**src/rtl/physics_pkg.sv**
```systemverilog
// physics_pkg: shared widths, types and saturation helper
// for the soft-body physics step controller.
package physics_pkg;

  localparam int POS_W = 8;
  localparam int VEL_W = 8;
  localparam int FRC_W = 8;

  typedef logic signed [POS_W-1:0] pos_t;
  typedef logic signed [VEL_W-1:0] vel_t;
  typedef logic signed [FRC_W-1:0] force_t;

  typedef enum logic [2:0] {
    IDLE,
    START,
    WAIT,
    INTEG,
    DONE
  } state_t;

  // Add two values and clamp to an n-bit signed range.
  function automatic logic signed [31:0] sat_add(
    input logic signed [31:0] a,
    input logic signed [31:0] b,
    input int                 n
  );
    logic signed [31:0] s;
    logic signed [31:0] hi;
    logic signed [31:0] lo;
    s  = a + b;
    hi = (32'sd1 <<< (n - 1)) - 32'sd1;
    lo = -hi - 32'sd1;
    if (s > hi) return hi;
    if (s < lo) return lo;
    return s;
  endfunction

endpackage

```
**src/rtl/node_integrator.sv**
```systemverilog
// node_integrator: one semi-implicit Euler update for a
// single node (velocity first, then position).
module node_integrator
  import physics_pkg::*;
#(
  parameter int P       = POS_W,
  parameter int V       = VEL_W,
  parameter int F       = FRC_W,
  parameter int SHIFT   = 2,
  parameter int GRAVITY = -1
) (
  input  logic [1:0][P-1:0] p_i,
  input  logic [1:0][V-1:0] v_i,
  input  logic [1:0][F-1:0] f_i,
  output logic [1:0][P-1:0] p_o,
  output logic [1:0][V-1:0] v_o
);

  logic signed [31:0] fx;
  logic signed [31:0] fy;
  logic signed [31:0] vx;
  logic signed [31:0] vy;

  // Arithmetic shift rounds toward minus infinity.
  assign fx = 32'($signed(f_i[0])) >>> SHIFT;
  assign fy = 32'($signed(f_i[1])) >>> SHIFT;

  assign vx = sat_add(32'($signed(v_i[0])), fx, V);
  assign vy = sat_add(32'($signed(v_i[1])) + fy,
                      GRAVITY, V);

  assign v_o[0] = V'(vx);
  assign v_o[1] = V'(vy);

  assign p_o[0] = P'(sat_add(32'($signed(p_i[0])), vx, P));
  assign p_o[1] = P'(sat_add(32'($signed(p_i[1])), vy, P));

endmodule

```
**src/rtl/spring_step_ctrl.sv**
```systemverilog
// spring_step_ctrl: sequences one physics step around the
// springs datapath and owns the node state registers.
module spring_step_ctrl
  import physics_pkg::*;
#(
  parameter int NUM_NODES      = 3,
  parameter int POSITION_SIZE  = POS_W,
  parameter int VELOCITY_SIZE  = VEL_W,
  parameter int FORCE_SIZE     = FRC_W,
  parameter int FORCE_SHIFT    = 2,
  parameter int GRAVITY        = -1,
  parameter int TIMEOUT_CYCLES = 1023,
  localparam int IW = (NUM_NODES > 1) ? $clog2(NUM_NODES) : 1
) (
  input  logic clk_in,
  input  logic rst_in,
  input  logic step_in,
  input  logic load_valid,
  input  logic [IW-1:0] load_idx,
  input  logic [1:0][POSITION_SIZE-1:0] load_pos,
  input  logic [1:0][VELOCITY_SIZE-1:0] load_vel,
  output logic springs_start,
  input  logic springs_done,
  input  logic [1:0][NUM_NODES-1:0][FORCE_SIZE-1:0] spring_forces,
  output logic [1:0][NUM_NODES-1:0][POSITION_SIZE-1:0] nodes,
  output logic [1:0][NUM_NODES-1:0][VELOCITY_SIZE-1:0] velocities,
  output logic busy,
  output logic step_done,
  output logic timeout_err
);

  localparam int CW = $clog2(TIMEOUT_CYCLES + 1);

  typedef logic [1:0][NUM_NODES-1:0][POSITION_SIZE-1:0] pos_arr_t;
  typedef logic [1:0][NUM_NODES-1:0][VELOCITY_SIZE-1:0] vel_arr_t;
  typedef logic [1:0][NUM_NODES-1:0][FORCE_SIZE-1:0] frc_arr_t;

  state_t state_q, state_d;
  pos_arr_t pos_q, pos_d;
  vel_arr_t vel_q, vel_d;
  frc_arr_t frc_q, frc_d;
  logic [CW-1:0] cnt_q, cnt_d;
  logic [IW-1:0] idx_q, idx_d;
  logic pend_q, pend_d;
  logic terr_q, terr_d;

  logic [1:0][POSITION_SIZE-1:0] cur_p, new_p;
  logic [1:0][VELOCITY_SIZE-1:0] cur_v, new_v;
  logic [1:0][FORCE_SIZE-1:0] cur_f;

  // Single shared integrator, fed by the node selected by idx_q.
  always_comb begin
    for (int a = 0; a < 2; a++) begin
      cur_p[a] = pos_q[a][idx_q];
      cur_v[a] = vel_q[a][idx_q];
      cur_f[a] = frc_q[a][idx_q];
    end
  end

  node_integrator #(
    .P       (POSITION_SIZE),
    .V       (VELOCITY_SIZE),
    .F       (FORCE_SIZE),
    .SHIFT   (FORCE_SHIFT),
    .GRAVITY (GRAVITY)
  ) u_integ (
    .p_i (cur_p),
    .v_i (cur_v),
    .f_i (cur_f),
    .p_o (new_p),
    .v_o (new_v)
  );

  always_comb begin
    state_d = state_q;
    pos_d   = pos_q;
    vel_d   = vel_q;
    frc_d   = frc_q;
    cnt_d   = cnt_q;
    idx_d   = idx_q;
    terr_d  = terr_q;
    pend_d  = pend_q | (step_in && (state_q != IDLE));
    unique case (state_q)
      IDLE: begin
        if (load_valid && (32'(load_idx) < NUM_NODES)) begin
          for (int a = 0; a < 2; a++) begin
            pos_d[a][load_idx] = load_pos[a];
            vel_d[a][load_idx] = load_vel[a];
          end
        end
        if (step_in || pend_q) begin
          state_d = START;
          pend_d  = 1'b0;
        end
      end
      START: begin
        cnt_d   = '0;
        state_d = WAIT;
      end
      WAIT: begin
        if (springs_done) begin
          frc_d   = spring_forces;
          idx_d   = '0;
          state_d = INTEG;
        end else if (cnt_q == CW'(TIMEOUT_CYCLES - 1)) begin
          terr_d  = 1'b1;
          state_d = DONE;
        end else begin
          cnt_d = cnt_q + 1'b1;
        end
      end
      INTEG: begin
        for (int a = 0; a < 2; a++) begin
          pos_d[a][idx_q] = new_p[a];
          vel_d[a][idx_q] = new_v[a];
        end
        if (idx_q == IW'(NUM_NODES - 1)) begin
          state_d = DONE;
        end else begin
          idx_d = idx_q + 1'b1;
        end
      end
      DONE: begin
        state_d = IDLE;
      end
      default: begin
        state_d = IDLE;
      end
    endcase
  end

  always_ff @(posedge clk_in) begin
    if (rst_in) begin
      state_q <= IDLE;
      pos_q   <= '0;
      vel_q   <= '0;
      frc_q   <= '0;
      cnt_q   <= '0;
      idx_q   <= '0;
      pend_q  <= 1'b0;
      terr_q  <= 1'b0;
    end else begin
      state_q <= state_d;
      pos_q   <= pos_d;
      vel_q   <= vel_d;
      frc_q   <= frc_d;
      cnt_q   <= cnt_d;
      idx_q   <= idx_d;
      pend_q  <= pend_d;
      terr_q  <= terr_d;
    end
  end

  assign springs_start = (state_q == START);
  assign step_done     = (state_q == DONE);
  assign busy          = (state_q != IDLE);
  assign timeout_err   = terr_q;
  assign nodes         = pos_q;
  assign velocities    = vel_q;

endmodule
```
**config.mk**
```make
export PLATFORM = sky130hd
export DESIGN_NAME = spring_step_ctrl
export DESIGN_NICKNAME = d
export VERILOG_FILES = /design/src/rtl/physics_pkg.sv /design/src/rtl/node_integrator.sv /design/src/rtl/spring_step_ctrl.sv
export SDC_FILE = /design/constraint.sdc
export NUM_CORES = 1
export LEC_CHECK = 0
export ABC_AREA = 1
export CAP_MARGIN = 40
export CORE_ASPECT_RATIO = 1.1
export CORE_UTILIZATION = 50
export DETAILED_ROUTE_END_ITERATION = 10
export HOLD_SLACK_MARGIN = 0.08
export PLACE_DENSITY = 0.8
export SETUP_SLACK_MARGIN = 0.1
export SLEW_MARGIN = 20
export SYNTH_ARGS = -nofsm -noshare
export SYNTH_HDL_FRONTEND = slang
export SYNTH_SLANG_ARGS = --single-unit
```
**constraint.sdc**
```tcl
create_clock -name clk_in -period 9.9 [get_ports clk_in]
set_clock_uncertainty 0.1 [all_clocks]
set_input_delay 1.485 -clock clk_in [delete_from_list [all_inputs] [get_ports clk_in]]
set_output_delay 1.485 -clock clk_in [all_outputs]
set_load 0.02 [all_outputs]
```
==> results.cfg <==
[placed_design]
io_buffers = 174
routabilityCongestion = 0.986
dp_hpwl_microns = 29900

[routing]
drt_pass1_iterations = 6
drt_iter0_markers = 932
drc = 0
wirelength_microns = 40700
wl_per_cell_microns = 17.3
final_antenna_net_count = 0
vias_per_cell = 5.70
dr_total_vias = 13400

[min_path]
hold_class = reg2reg

[timing]
slew_headroom = 0.448
finalCriticalPeriod_ns = 8.24
period_share = 0.833
finalSetupViolCount = 0
fin_tns_setup_ns = 0
finalHoldViolCount = 0
slew_violations = 0
tightestPinTransition_ns = 0.829
rsz0062_at_grt = no
max_freq_mhz = 121

[grt]
antenna_found_initial = 0
grt_usage = 0.332
grt_start_max_net_pins = 54
grt_pass1_vias = 12800
grt_first_pass_wirelength_microns = 64100
gr-total-overflow = 0

[setup_path]
critPathArrivalTime_ns = 8.43
worstPathRequired_ns = 10.09
critPathMaxFanout = 23
path_class = reg2reg
critPathLaunchType = flop
critPathSlowestCell = inv_1
slowest_delay_ns = 0.53
end_kind = flop

[outcome]
status = finished, final reports clean

[final_layout]
final_nets = 2206
final_core_util = 0.628
area.sequential_sq_um = 2980
antennaDiodeCount = 0
syn_to_final_growth_pct = 21.8
drive_gt1_frac = 0.0741
nFillCells = 2112
multi_input_area_sq_um = 7710

[synth]
syn-mean-instance-area_sq_um = 6.28
synthTopCellsByArea = dfxtp_1 (25%), nand2_1 (13%), a21oi_1 (7.5%), nor2_1 (7.4%), ha_1 (7.3%)
synth_compound_area_frac = 0.226
yosys.area_share.simple = 0.304
synthFlopType = dfxtp_1
synthMuxAreaShare = 0
synth_top_area_cell = dfxtp_1
yosysWarnings = 0
synth-xor-area-share = 0.0219
seq_area_frac_synth = 0.250
synth_edf_count = 0
synth_fa_ha_area_frac = 0.0935
yosys.area.top_type_share = 0.250
yosysUniqueCellTypes = 55
yosysMostFrequentCell = nand2_1
ys_async_sr_fraction = 0
syn_inst = 1902
synth_nets = 2071
synth_top_family_by_area = simple AND/OR/NAND/NOR gates
ys_ff_latch = 149
yosys-top-cells-count = nand2_1 (407), nor2_1 (236), inv_1 (230)
syn_area_sq_um = 11900

[die]
start_util = 0.516
row_count = 58
die_area_sq_um = 24500
fp.coreArea_sq_um = 23100
io_pins = 187
die_w_microns = 149
die_h_microns = 164

[cts]
hold_buffers = 0
cts_tree = yes
cts-root-buf = clkbuf_16
clockBufferDepth = 2
h-tree-depth = 4
cts_sinks = 149
cts_setup_buffers = 0
insertion_delay_ns = 0.43
cts_buffers = 17
clkTransAtPathRegs_ns = 0.07
ctsResizeCount = 0

[job]
cap_violations = 0
cell type report:
class	count	area share
multi-input combinational	1430	0.531
tap	300	0.0258
inverter	242	0.0626
clock inverter	14	0.00972
clock buffer	18	0.0302
timing repair buffer	197	0.136
sequential	149	0.205
per-layer routing:
layer,vias up,wire length [microns],global-route usage
met3,134,3000,0.0489
met5,-,0,0
met2,603,19300,0.571
li1,6527,-,-
met4,0,2360,0.205
met1,6126,16100,0.389
kinds of logic after synthesis:
family | count (synthesis)
AOI/OAI and AO/OA | 481
xor gates and xnor gates | 29
adders and majority gates | 82
buffers and inverters | 323
DFF | 149
and+or+nand+nor | 838
sequential cells by signal, summed over array words and instances, names as in the netlist:
register / count
frc_q: 36
idx_q: 2
timeout_err: 1
cnt_q: 10
nodes: 48
velocities: 48
state_q: 3
pend_q: 1
cells in the final DEF, fill, tap and decap left out, drive strengths merged, types with 6 or more instances in the layout:
cell,count
a21oi,203
a31oi,70
and2,7
buf,23
clkbuf,19
clkdlybuf4s50,173
clkinv,6
dfxtp,149
fa,12
ha,70
inv,247
nand2,444
nand3,73
nand3b,10
nand4,29
nor2,238
nor3,20
nor4,7
o21ai,177
o21bai,9
or2,8
xnor2,10
xor2,19
critical path, delay by kind of cell, from the launching register on:
family / cells / cell delay [ns]
AOI/OAI and AO/OA: 3 / 0.59
adders and majority gates: 6 / 2.05
buffers and inverters: 6 / 1.31
DFF: 1 / 0.32
and+or+nand+nor: 26 / 3.72
per-stage QoR:
stage	hold slack, ns	std cells	cell area, sq um	setup WS (ns)
after global placement	0.340	2313	13900	2.02
final	0.350	2350	14500	1.66
after floorplan	0.323	1902	11900	3.05
after CTS	0.352	2348	14500	1.82
after detailed placement	0.340	2316	13900	1.89
after global routing	0.379	2350	14500	1.08
path summary, 6_finish.rpt:
path                                            start                      to  slack [ns]  cells past startpoint
worst max-delay path            idx_q[0]$_SDFFE_PP0P_  nodes[42]$_SDFFE_PP0P_        1.66                     41
worst min-delay path            cnt_q[9]$_SDFFE_PP0P_   cnt_q[9]$_SDFFE_PP0P_        0.35                      1
worst max register to register  idx_q[0]$_SDFFE_PP0P_  nodes[42]$_SDFFE_PP0P_        1.66                     41
worst min register to register  cnt_q[9]$_SDFFE_PP0P_   cnt_q[9]$_SDFFE_PP0P_        0.35                      1
Power is not shown: default switching activity piles up to over one toggle a cycle in this logic, so the estimate is an artifact.
